File: src/rtl/regfile_pkg.sv
// Purpose : shared widths and port encoding for the register-file write arbiter.
// Latency : n/a (declarations only).
// Backpressure: n/a.
package regfile_pkg;

  localparam int DATA_WIDTH = 32;
  localparam int ADDR_WIDTH = 5;
  localparam int NUM_REGS   = 2 ** ADDR_WIDTH;

  // Identifies a writeback requester; also the encoding of lastGrant.
  typedef enum logic {
    PORT_A = 1'b0,
    PORT_B = 1'b1
  } port_e;

endpackage : regfile_pkg

File: src/rtl/regfile_write_arbiter_if.sv
// Purpose : one writeback requester's valid/ready write channel.
// Latency : n/a (wires only).
// Backpressure: requester holds valid/address/data until ready is seen high.
// Signals : valid, address, data from the requester; ready back from the arbiter.
interface regfile_write_arbiter_if
  import regfile_pkg::*;
#(
  parameter int DW = DATA_WIDTH,
  parameter int AW = ADDR_WIDTH
);

  logic          valid;
  logic [AW-1:0] address;
  logic [DW-1:0] data;
  logic          ready;

  modport master (output valid, output address, output data, input ready);
  modport slave  (input valid, input address, input data, output ready);

endinterface : regfile_write_arbiter_if

File: src/rtl/regfile_write_arbiter_rr_arbiter2.sv
// Purpose : two-way round-robin arbiter with a one-bit last-grant memory.
// Latency : grant is combinational from req and state; state updates on the edge.
// Backpressure: a requester not granted simply sees no grant and must retry.
// Ports   : clk, rst, req[1:0] (bit 0 = port A), gnt[1:0] one-hot.
module rr_arbiter2
  import regfile_pkg::*;
(
  input  logic       clk,
  input  logic       rst,
  input  logic [1:0] req,
  output logic [1:0] gnt
);

  port_e last_grant_q, last_grant_d;

  always_ff @(posedge clk) begin
    if (rst) begin
      // Starting at B lets A win the first contention after reset.
      last_grant_q <= PORT_B;
    end else begin
      last_grant_q <= last_grant_d;
    end
  end

  always_comb begin
    gnt = 2'b00;
    unique case (req)
      2'b01:   gnt = 2'b01;
      2'b10:   gnt = 2'b10;
      2'b11:   gnt = (last_grant_q == PORT_A) ? 2'b10 : 2'b01;
      default: gnt = 2'b00;
    endcase
  end

  always_comb begin
    last_grant_d = last_grant_q;
    if (gnt[0]) begin
      last_grant_d = PORT_A;
    end else if (gnt[1]) begin
      last_grant_d = PORT_B;
    end
  end

endmodule : rr_arbiter2

File: src/rtl/regfile_write_arbiter.sv
// Purpose : shares the register-file write port between ALU (A) and load (B)
//           writeback, and tracks pending destination registers for decode.
// Latency : accepted write appears on writeEnable/Address/Data one cycle later.
// Backpressure: one acceptance per cycle; losing port sees ready=0 and holds.
// Ports   : aPort/bPort request channels, issue/check scoreboard ports,
//           hazard flags, busy vector, registered register-file write port.
module regfile_write_arbiter
  import regfile_pkg::*;
#(
  parameter int DATA_WIDTH = regfile_pkg::DATA_WIDTH,
  parameter int ADDR_WIDTH = regfile_pkg::ADDR_WIDTH
)(
  input  logic                       clk,
  input  logic                       rst,
  regfile_write_arbiter_if.slave     aPort,
  regfile_write_arbiter_if.slave     bPort,
  input  logic                       issueValid,
  input  logic [ADDR_WIDTH-1:0]      issueAddress,
  input  logic [ADDR_WIDTH-1:0]      checkAddress1,
  input  logic [ADDR_WIDTH-1:0]      checkAddress2,
  output logic                       hazard1,
  output logic                       hazard2,
  output logic [2**ADDR_WIDTH-1:0]   busy,
  output logic                       writeEnable,
  output logic [ADDR_WIDTH-1:0]      writeAddress,
  output logic [DATA_WIDTH-1:0]      writeData
);

  localparam int NREG = 2 ** ADDR_WIDTH;

  logic [1:0]            gnt;
  logic                  accept;
  logic [ADDR_WIDTH-1:0] acc_addr;
  logic [DATA_WIDTH-1:0] acc_data;

  logic                  we_q, we_d;
  logic [ADDR_WIDTH-1:0] wa_q, wa_d;
  logic [DATA_WIDTH-1:0] wd_q, wd_d;
  logic [NREG-1:0]       busy_q, busy_d;

  rr_arbiter2 u_arb (
    .clk (clk),
    .rst (rst),
    .req ({bPort.valid, aPort.valid}),
    .gnt (gnt)
  );

  assign aPort.ready = gnt[0];
  assign bPort.ready = gnt[1];

  assign accept   = |gnt;
  assign acc_addr = gnt[1] ? bPort.address : aPort.address;
  assign acc_data = gnt[1] ? bPort.data    : aPort.data;

  always_ff @(posedge clk) begin
    if (rst) begin
      we_q   <= 1'b0;
      wa_q   <= '0;
      wd_q   <= '0;
      busy_q <= '0;
    end else begin
      we_q   <= we_d;
      wa_q   <= wa_d;
      wd_q   <= wd_d;
      busy_q <= busy_d;
    end
  end

  always_comb begin
    we_d = accept && (acc_addr != '0);
    wa_d = wa_q;
    wd_d = wd_q;
    // x0 writes are consumed without disturbing the held address/data.
    if (we_d) begin
      wa_d = acc_addr;
      wd_d = acc_data;
    end
  end

  always_comb begin
    busy_d = busy_q;
    if (accept) begin
      busy_d[acc_addr] = 1'b0;
    end
    // Applied after the clear: a same-edge reservation is newer and wins.
    if (issueValid) begin
      busy_d[issueAddress] = 1'b1;
    end
    busy_d[0] = 1'b0;
  end

  // Busy clears at acceptance, but the value only reaches the register file
  // one edge later, so the in-flight write still counts as a hazard.
  assign hazard1 = busy_q[checkAddress1] ||
                   (we_q && (wa_q == checkAddress1) && (checkAddress1 != '0));
  assign hazard2 = busy_q[checkAddress2] ||
                   (we_q && (wa_q == checkAddress2) && (checkAddress2 != '0));

  assign busy         = busy_q;
  assign writeEnable  = we_q;
  assign writeAddress = wa_q;
  assign writeData    = wd_q;

endmodule : regfile_write_arbiter
File: src/flat_wrapper.sv
// flat-port wrapper written by rule: the top's interface ports become plain ports
module regfile_write_arbiter_flat import regfile_pkg::*;
#(
  parameter int DATA_WIDTH = regfile_pkg::DATA_WIDTH,
  parameter int ADDR_WIDTH = regfile_pkg::ADDR_WIDTH
)
  (clk, rst, issueValid, issueAddress, checkAddress1, checkAddress2, hazard1, hazard2, busy, writeEnable, writeAddress, writeData, aPort_valid, aPort_address, aPort_data, aPort_ready, bPort_valid, bPort_address, bPort_data, bPort_ready);
  regfile_write_arbiter_if aPort_i ();
  regfile_write_arbiter_if bPort_i ();
  input  logic clk;
  input  logic rst;
  input  logic issueValid;
  input  logic [ADDR_WIDTH-1:0] issueAddress;
  input  logic [ADDR_WIDTH-1:0] checkAddress1;
  input  logic [ADDR_WIDTH-1:0] checkAddress2;
  output logic hazard1;
  output logic hazard2;
  output logic [2**ADDR_WIDTH-1:0] busy;
  output logic writeEnable;
  output logic [ADDR_WIDTH-1:0] writeAddress;
  output logic [DATA_WIDTH-1:0] writeData;
  input wire logic [$bits(aPort_i.valid)-1:0] aPort_valid;
  input wire logic [$bits(aPort_i.address)-1:0] aPort_address;
  input wire logic [$bits(aPort_i.data)-1:0] aPort_data;
  output wire logic [$bits(aPort_i.ready)-1:0] aPort_ready;
  input wire logic [$bits(bPort_i.valid)-1:0] bPort_valid;
  input wire logic [$bits(bPort_i.address)-1:0] bPort_address;
  input wire logic [$bits(bPort_i.data)-1:0] bPort_data;
  output wire logic [$bits(bPort_i.ready)-1:0] bPort_ready;
  assign aPort_i.valid = aPort_valid;
  assign aPort_i.address = aPort_address;
  assign aPort_i.data = aPort_data;
  assign aPort_ready = aPort_i.ready;
  assign bPort_i.valid = bPort_valid;
  assign bPort_i.address = bPort_address;
  assign bPort_i.data = bPort_data;
  assign bPort_ready = bPort_i.ready;
  regfile_write_arbiter #(.DATA_WIDTH(DATA_WIDTH), .ADDR_WIDTH(ADDR_WIDTH)) u_core (.clk(clk), .rst(rst), .aPort(aPort_i), .bPort(bPort_i), .issueValid(issueValid), .issueAddress(issueAddress), .checkAddress1(checkAddress1), .checkAddress2(checkAddress2), .hazard1(hazard1), .hazard2(hazard2), .busy(busy), .writeEnable(writeEnable), .writeAddress(writeAddress), .writeData(writeData));
endmodule
File: config.mk
export PLATFORM = sky130hd
export DESIGN_NAME = regfile_write_arbiter_flat
export DESIGN_NICKNAME = d
export VERILOG_FILES = /design/src/rtl/regfile_pkg.sv /design/src/rtl/regfile_write_arbiter_if.sv /design/src/rtl/regfile_write_arbiter_rr_arbiter2.sv /design/src/rtl/regfile_write_arbiter.sv /design/src/flat_wrapper.sv
export SDC_FILE = /design/constraint.sdc
export NUM_CORES = 1
export LEC_CHECK = 0
export BUFFER_PORTS_ARGS = -buffer_cell sky130_fd_sc_hd__buf_4
export CORE_MARGIN = 1.5
export CORE_UTILIZATION = 36
export CTS_CLUSTER_SIZE = 25
export DETAILED_ROUTE_END_ITERATION = 10
export HOLD_SLACK_MARGIN = 0.02
export PLACE_DENSITY_LB_ADDON = 0.12
export SYNTH_ARGS = -nofsm -noshare
export SYNTH_HDL_FRONTEND = slang
export SYNTH_HIERARCHICAL = 1
export SYNTH_SLANG_ARGS = --single-unit
File: constraint.sdc
create_clock -name clk -period 3.9 [get_ports clk]
set_clock_uncertainty 0.15 [all_clocks]
set_input_delay 0.78 -clock clk [delete_from_list [all_inputs] [get_ports clk]]
set_output_delay 0.78 -clock clk [all_outputs]
set_load 0.01 [all_outputs]
== Word level (Yosys, flattened, before mapping) ==
Index checks and enable logic that the tools add are counted.

* Bitwise logic cells: 3
* Order comparisons: 6
* Reductions and logical operators: 14
* Mux-type cells: 16
* Eq/ne operators: 5

{| class="wikitable"
|+ Operator list
! kind !! number
|-
| 2-to-1 mux 32 bit || 3
|-
| bitwise AND 32 bit || 1
|-
| NOT 32 bit || 1
|-
| bitwise OR 32 bit || 1
|-
| < comparator 5 x 6 -> 1 bit (second input constant) || 4
|-
| nonzero test 5 bit || 3
|-
| binary-select mux 1 bit (select 5 bit) || 2
|-
| demux 1 bit (select 5 bit) || 2
|-
| equality test 5 bit || 2
|-
| >= comparator 5 x 1 -> 1 bit (second input constant) || 2
|-
| logical AND 1 bit || 7
|-
| 2-to-1 mux 1 bit || 6
|-
| one-hot mux 2 bit (3 select lines) || 1
|-
| 2-to-1 mux 5 bit || 1
|-
| equality test 2 bit (second input constant) || 2
|-
| equality test 2 x 1 -> 1 bit (second input constant) || 1
|-
| logical OR 1 bit || 2
|-
| 2-to-1 mux 2 bit || 1
|-
| nonzero test 2 bit || 1
|-
| OR reduction 2 bit || 1
|}

* Register bits after elaboration: 71
* Output and inout bits: 74
* Input port bits: 94
* Word-level logic and storage cells: 50

== Longest topological paths before layout ==
Gate-level depths: netlist of the first run.

* Depth in word-level cells: 12
* Mapped depth: 10
* Mapped depth without buffers: 7

== By module ==
The synthesis of the first run kept the hierarchy.

{| class="wikitable"
|+ By module, submodules not included
! module !! instances !! sequential area each (µm²) !! area each (µm²) !! cells each
|-
| regfile_write_arbiter || 1 || 1,381.3 || 3,937.5 || 431
|-
| rr_arbiter2 || 1 || 20.0 || 55.1 || 7
|}

== Worst setup path after synthesis of the first run ==
No wires, ideal clock.

* Path type: input to output
* Start: input checkAddress1[2]
* End: output hazard1
* Slack: 1,031 ps
* Cell stages on the path: 6
* Required time: 2,970 ps
* Arrival time: 1,939 ps
* Path buffers: 1
* Cells stage by stage: buf_6 > mux4_2 > nor2b_1 > or4_1 > o31a_1 > nand4_1

* Cells in the longest elaborated chain, start to end: 4
* Elaborated cells between the ends (all ways): 7
* Those cells by class: eq/ne: 1; mux: 2; reduce/logical: 4

{| class="wikitable"
|+ Ends and longest elaborated chain
! what !! line !! source
|-
| start: declaration || flat_wrapper.sv:14 || <nowiki>input logic [ADDR_WIDTH-1:0] checkAddress1;</nowiki>
|-
| branches (longest 3 deep; another with binary-select mux 1 bit (select 5 bit)) || n/a ||
|-
| logical OR 1 bit * || regfile_write_arbiter.sv:94 || <nowiki>assign hazard1 = busy_q[checkAddress1] ||</nowiki>
|-
| end: declaration || flat_wrapper.sv:16 || <nowiki>output logic hazard1;</nowiki>
|}

Mark *: on every way between the ends. The select of a mux whose other input is x is not followed.

== Worst setup path in the final report of the first run ==
Same ends and word-level chain as after synthesis.

==> results.cfg, run 1 <==
[timing]
hold_viol = 0
fin_ws_ns = 0.836
maxSlewViolCount = 0
finalCriticalPeriod_ns = 3.06
setup-tns-final_ns = 0
max_freq_mhz = 326
tightest_slew_ns = 1.06
grt_setup_unrepaired = no
final-setup-viol-count = 0
max_slew_margin = 0.293
timing.final.crit_share = 0.786

[yosys]
syn_inst = 438
synth_seq_cells = 70
yosys_warnings = 6
seq_area_frac_synth = 0.351
synth_cell_types = 54
synth.top_cell.area_share = 0.351
synth_area_leaders = dfxtp_1 35%, mux2i_1 12%, a211oi_2 11%
ys_async_sr_fraction = 0
avgSynthCellArea_um2 = 9.12
synth_top_area_cell = dfxtp_1
synth_edf_count = 0
synth.cell_area_mm2 = 0.00399
syn_nets = 532
synth_flop_cell = dfxtp_1

[cts]
numCtsBuffers = 9
cts_buffer_depth = 2
ctsResizeCount = 0
worstSkewPairLatency_ns = 0.34
root_buffer = clkbuf_8
hold_buffers = 0
cts_tree = done
htreeDepth = 3
clk_pin_slew_worst_paths_ns = 0.08
cts.sinks = 70
postCtsSetupBuffers = 0

[floorplan]
start_util = 0.368
die_area_mm2 = 0.0117
ios = 168
row_count = 38
die_x_um = 108
die_h_um = 108
core_area_mm2 = 0.0108

[final_layout]
area_growth_pct = 37.2
num_antenna_cells = 0
final_util = 0.505
final_nets = 680
drive_gt1_frac = 0.395
stdcell_count = 730

[pwr]
p_leak_nw = 2.30
combPwrFrac = 0.227
p_sw_w = 0.000533
ir_worst_vdd_mv = 0.156
p_int_w = 0.00142
power_w = 0.00195
pwr-share-clk = 0.366
p_sw_frac = 0.273
power_density_mw_per_mm2 = 356
seq_power_share = 0.407

[worst_setup_path]
crit_fanout = 10
r2r-end = u_core/writeData[27]
startpoint = checkAddress1[2]
worstPathArrival_ns = 2.13
timing.rr.start = u_core/u_arb/last_grant_q
rrSetupSlack_ns = 1.22
end_kind = output pin
critical_path_required_ns = 2.97
reg2regPathDepth = 8
setup.worst_path.end = hazard1
crit_type = input port to output pin
start_kind = input port

[place]
dp_hpwl_mm = 9.19
dp_slack_ns = 0.665
portBuffers = 166
dp_cells = 715
gp_congestion = 0.826

[global_routing]
grt_max_degree = 71
grt_pass1_wl_mm = 19.1
grt-ovfl-total = 0
grt_pass1_vias = 3650
antenna_found_initial = 0
grt_usage = 0.213

[route]
vias = 3912
drc = 0
routed_wl_mm = 12.4
wl_per_cell_um = 17.0
drt_pre_antenna_iters = 5
via_per_inst = 5.36
ant_nets = 0
drtIter0Drc = 264

[status]
status = finished clean

[hold_path]
min_path_type = flip-flop to flip-flop

[job]
maxCapViolCount = 0
## kinds of logic (layout without fill, tap and decap cells)
logic type             after synthesis  count (layout)  synth area share
AO/OA/AOI/OAI                      136             136             0.256
AND/OR/NAND/NOR                    130             130             0.150
flip-flops                          70              70             0.351
multiplexers                        58              58             0.168
buffers and inverters               35             187            0.0564
XOR/XNOR                             8               8            0.0176
other                                1               1          0.000939
## cell usage after synthesis (6+ instances only)
cell type and number:
o21ai_0 35, nor2b_1 7, nand2_1 50, buf_6 9
dfxtp_1 70, nor2_1 42, buf_2 6, clkbuf_1 9
a211oi_2 34, mux4_2 6, a21oi_1 42, mux2i_1 48
## metrics by stage
stage          hold WS, ns  cell area, um2
4_1_cts              0.366            5480
3_3_place_gp         0.337            5230
3_5_place_dp         0.347            5230
6_report             0.361            5480
5_1_grt              0.409            5480
2_1_floorplan        0.322            3990
## worst min-delay path by stage
| stage | startpoint | end | depth (start not counted) | slack (ns) |
|---|---|---|---|---|
| 5_1_grt | u_core/writeData[18] | u_core/writeData[18] | 2 | 0.41 |
| 3_3_place_gp | u_core/u_arb/last_grant_q | u_core/u_arb/last_grant_q | 2 | 0.34 |
| 3_5_place_dp | u_core/u_arb/last_grant_q | u_core/u_arb/last_grant_q | 2 | 0.35 |
| 4_1_cts | u_core/u_arb/last_grant_q | u_core/u_arb/last_grant_q | 2 | 0.37 |
| 6_report | u_core/u_arb/last_grant_q | u_core/u_arb/last_grant_q | 2 | 0.36 |
| 2_1_floorplan | u_core/u_arb/last_grant_q | u_core/u_arb/last_grant_q | 2 | 0.32 |
## placed cells by master (no fill, tap or decap), types with 2 or more instances in the layout
master,instances
bufinv_16,3
a211oi_2,34
nor3b_1,4
dfxtp_1,70
a2111oi_0,2
mux4_2,6
o2111ai_1,2
a22o_1,2
nor2b_1,7
nor2_1,42
and3_1,2
mux2_2,3
a22oi_1,2
buf_4,167
a21oi_1,42
o22ai_1,2
xor2_1,3
clkbuf_8,10
nand3_1,3
mux2i_1,48
clkinv_4,2
and3b_1,3
nand3b_1,2
xnor2_1,5
a221oi_1,2
inv_1,4
nor3_1,5
nand2_1,50
o21ai_0,35
nand2b_1,3
## layer usage
metal / GRT usage / vias up / wire [um] / share of wire
met5: 0 / - / 0 / 0
met4: 0.0489 / 0 / 82 / 0.0066
met3: 0.0410 / 8 / 941 / 0.076
met2: 0.340 / 160 / 5980 / 0.48
met1: 0.296 / 1853 / 5440 / 0.44
li1: - / 1891 / - / -
## power groups by stage
stage,logic [W],registers (W),clock network (W)
final,0.000443,0.000795,0.000715
after global routing,0.000482,0.000801,0.000761
after CTS,0.000446,0.000795,0.000730
after detailed placement,0.000444,0.000811,0
after global placement,0.000435,0.000811,0
after floorplan,0.000244,0.000823,0
## worst max-delay path, stage by stage
cell and delay, ns:
buf_4 0.16, mux4_2 0.34, nor2b_1 0.04, or4_1 0.47, o31a_1 0.12, nand4_1 0.09
buf_4 0.12
## flip-flops by register name, indices dropped and copies added (netlist names)
| register | cells |
|---|---|
| u_core/u_arb/last_grant_q | 1 |
| u_core/writeData | 32 |
| u_core/writeEnable | 1 |
| u_core/busy | 31 |
| u_core/writeAddress | 5 |
## final cells by class
class,instances,area (um2)
Sequential cell,70,1400
Timing Repair Buffer,168,1270
Tap cell,140,175
Multi-Input combinational cell,333,2370
Fill cell,1043,5360
Clock buffer,10,138
Clock inverter,5,108
Inverter,4,15.0
Note: power is estimated with default switching activity, not from simulation.
==> run 2, diff against run 1 <==
Settings changed: ABC_AREA set to 1.
Clock period 3.9 ns to 2.6 ns, I/O delays scaled along.
==> run 2 against run 1 <==
Compared with the run above:
- via count is 23% higher
- global-route usage is 2.2 points higher
- die area is 4.1% higher
- first-iteration DRC count is 33% higher
- worst hold slack worse by 0.073 ns
- critical endpoint is now hazard2
- largest cell class unchanged
- synthesized area is 4.2% higher
- routed wire length is 15% higher
- register-to-register slack worse by 0.84 ns
==> results.cfg, run 2 <==
[cts]
postCtsSetupBuffers = 0
root_buffer = clkbuf_16
cts_buffer_depth = 2
cts.sinks = 70
numCtsBuffers = 9
hold_buffers = 0
cts_tree = done
clk_pin_slew_worst_paths_ns = 0.05
ctsResizeCount = 0
worstSkewPairLatency_ns = 0.33
htreeDepth = 3

[final_layout]
fin_area_mm2 = 0.00586
largest_reg_flops = 32
nFillCells = 1156
num_antenna_cells = 0
drive_gt1_frac = 0.267
final_nets = 911
area_growth_pct = 40.9
mostFrequentLayoutCell = nand2_1
final_cell_mix = 192 x nand2_1, 176 x buf_4, 99 x nand3_1

[global_routing]
grt_max_degree = 37
grt_pass1_wl_mm = 23.4
grt_usage = 0.235
antenna_found_initial = 0
grt_pass1_vias = 4842
grt-ovfl-total = 0

[floorplan]
die_h_um = 111
die_area_mm2 = 0.0122
ios = 168
core_area_mm2 = 0.0113
row_count = 39
start_util = 0.367
die_x_um = 111

[yosys]
synth_edf_count = 0
synth-simple-area-share = 0.398
synth_area_leaders = dfxtp_1 34%, nand2_1 17%, nand3_1 12%
synth_seq_cells = 70
synth_common_cells = 192 x nand2_1, 99 x nand3_1, 70 x dfxtp_1
synth_top_family_by_area = simple AND/OR/NAND/NOR gates
syn_inst = 657
synth_cell_types = 28
synth_flop_cell = dfxtp_1
synth.top_cell.area_share = 0.337
avgSynthCellArea_um2 = 6.33
syn_nets = 751
synth_top_area_cell = dfxtp_1
synth_adder_area_share = 0
yosys_warnings = 6
muxShareOfSynthArea = 0.0770
synthXorXnorAreaFrac = 0
synth_compound_area_frac = 0.0860
seq_area_frac_synth = 0.337
ys_async_sr_fraction = 0
synth.cell_area_mm2 = 0.00416
synth_most_common_cell = nand2_1

[worst_setup_path]
crit_top_cell = nand3_1
crit_slowest_cell = clkinv_1
worstPathArrival_ns = 1.77
crit_fanout = 10
critical_path_required_ns = 1.93
crit_type = input port to output pin
crit_chain = buf_4 -> clkinv_1 -> nand3_1 -> nand3_1 -> nand3_1 -> nand2_1 -> nand2_1 -> nand3_1 -> buf_4
max_stage_delay_ns = 0.31
start_kind = input port
end_kind = output pin
rrSetupSlack_ns = 0.38

[timing]
maxSlewViolCount = 0
max_freq_mhz = 411
setup-tns-final_ns = 0
final-setup-viol-count = 0
timing.final.crit_share = 0.937
max_slew_margin = 0.477
hold_viol = 0
hold_ws_ns = 0.288
tightest_slew_ns = 0.782
grt_setup_unrepaired = no
finalCriticalPeriod_ns = 2.44

[pwr]
p_leak_nw = 2.90
power_density_mw_per_mm2 = 539
ir_worst_vdd_mv = 0.287

[place]
placed_cell_area_mm2 = 0.00557
dp_hpwl_mm = 10.9
portBuffers = 166
gp_congestion = 0.924

[status]
status = finished clean

[route]
routed_wl_mm = 14.3
via_per_inst = 4.99
drc = 0
wl_per_cell_um = 14.8
drtIter0Drc = 352
ant_nets = 0
vias = 4807
drt_pre_antenna_iters = 5

[job]
maxCapViolCount = 0

[hold_path]
min_path_type = input port to flip-flop
## run 2: report_power, final
part | total [W] | switching, W | leakage, nW | internal, W
clock | 0.00120 | 0.000441 | 0.141 | 0.000759
sequential | 0.00120 | 0.0000547 | 0.575 | 0.00114
combinational | 0.000760 | 0.000413 | 2.18 | 0.000347
## run 2: cell type report
type	instances	area, um2	area share
sequential	70	1400	0.239
tap	143	179	0.0305
clock buffer	11	243	0.0414
inverter	71	267	0.0455
multi-input combinational	486	2340	0.400
timing repair buffer	179	1380	0.236
clock inverter	4	47.5	0.00811
## run 2: logic make-up (layout without fill, tap and decap cells)
kind of cell | after synthesis | after routing
compound gates | 67 | 67
flops | 70 | 70
other cells | 1 | 1
mux | 32 | 32
simple gates | 386 | 386
buf+inv | 101 | 265
## run 2: through the flow
step	power [W]	utilization	cells	setup WS, ns
after CTS	0.00318	0.518	964	0.197
after global routing	0.00332	0.518	964	0.0413
after detailed placement	0.00198	0.492	949	0.105
final	0.00316	0.518	964	0.165
after floorplan	0.00163	-	657	0.336
after global placement	0.00197	0.492	949	0.178
## run 2: final timing paths
| path | start | endpoint | depth (start not counted) |
|---|---|---|---|
| max | checkAddress2[1] | hazard2 | 9 |
| max reg2reg | u_core/u_arb/last_grant_q | u_core/writeData[27] | 9 |
| min | bPort_valid | u_core/u_arb/last_grant_q | 3 |
| min reg2reg | u_core/writeData[20] | u_core/writeData[20] | 2 |
## run 2: critical path: cells and delay by family
kind	cells	cell delay (ns)
AND/OR/NAND/NOR	6	0.60
buffers and inverters	3	0.64
## run 2: layer usage
layer | wire, um | global-route usage
met3 | 1330 | 0.0703
met4 | 162 | 0.0667
met1 | 6010 | 0.287
met2 | 6750 | 0.398
met5 | 0 | 0
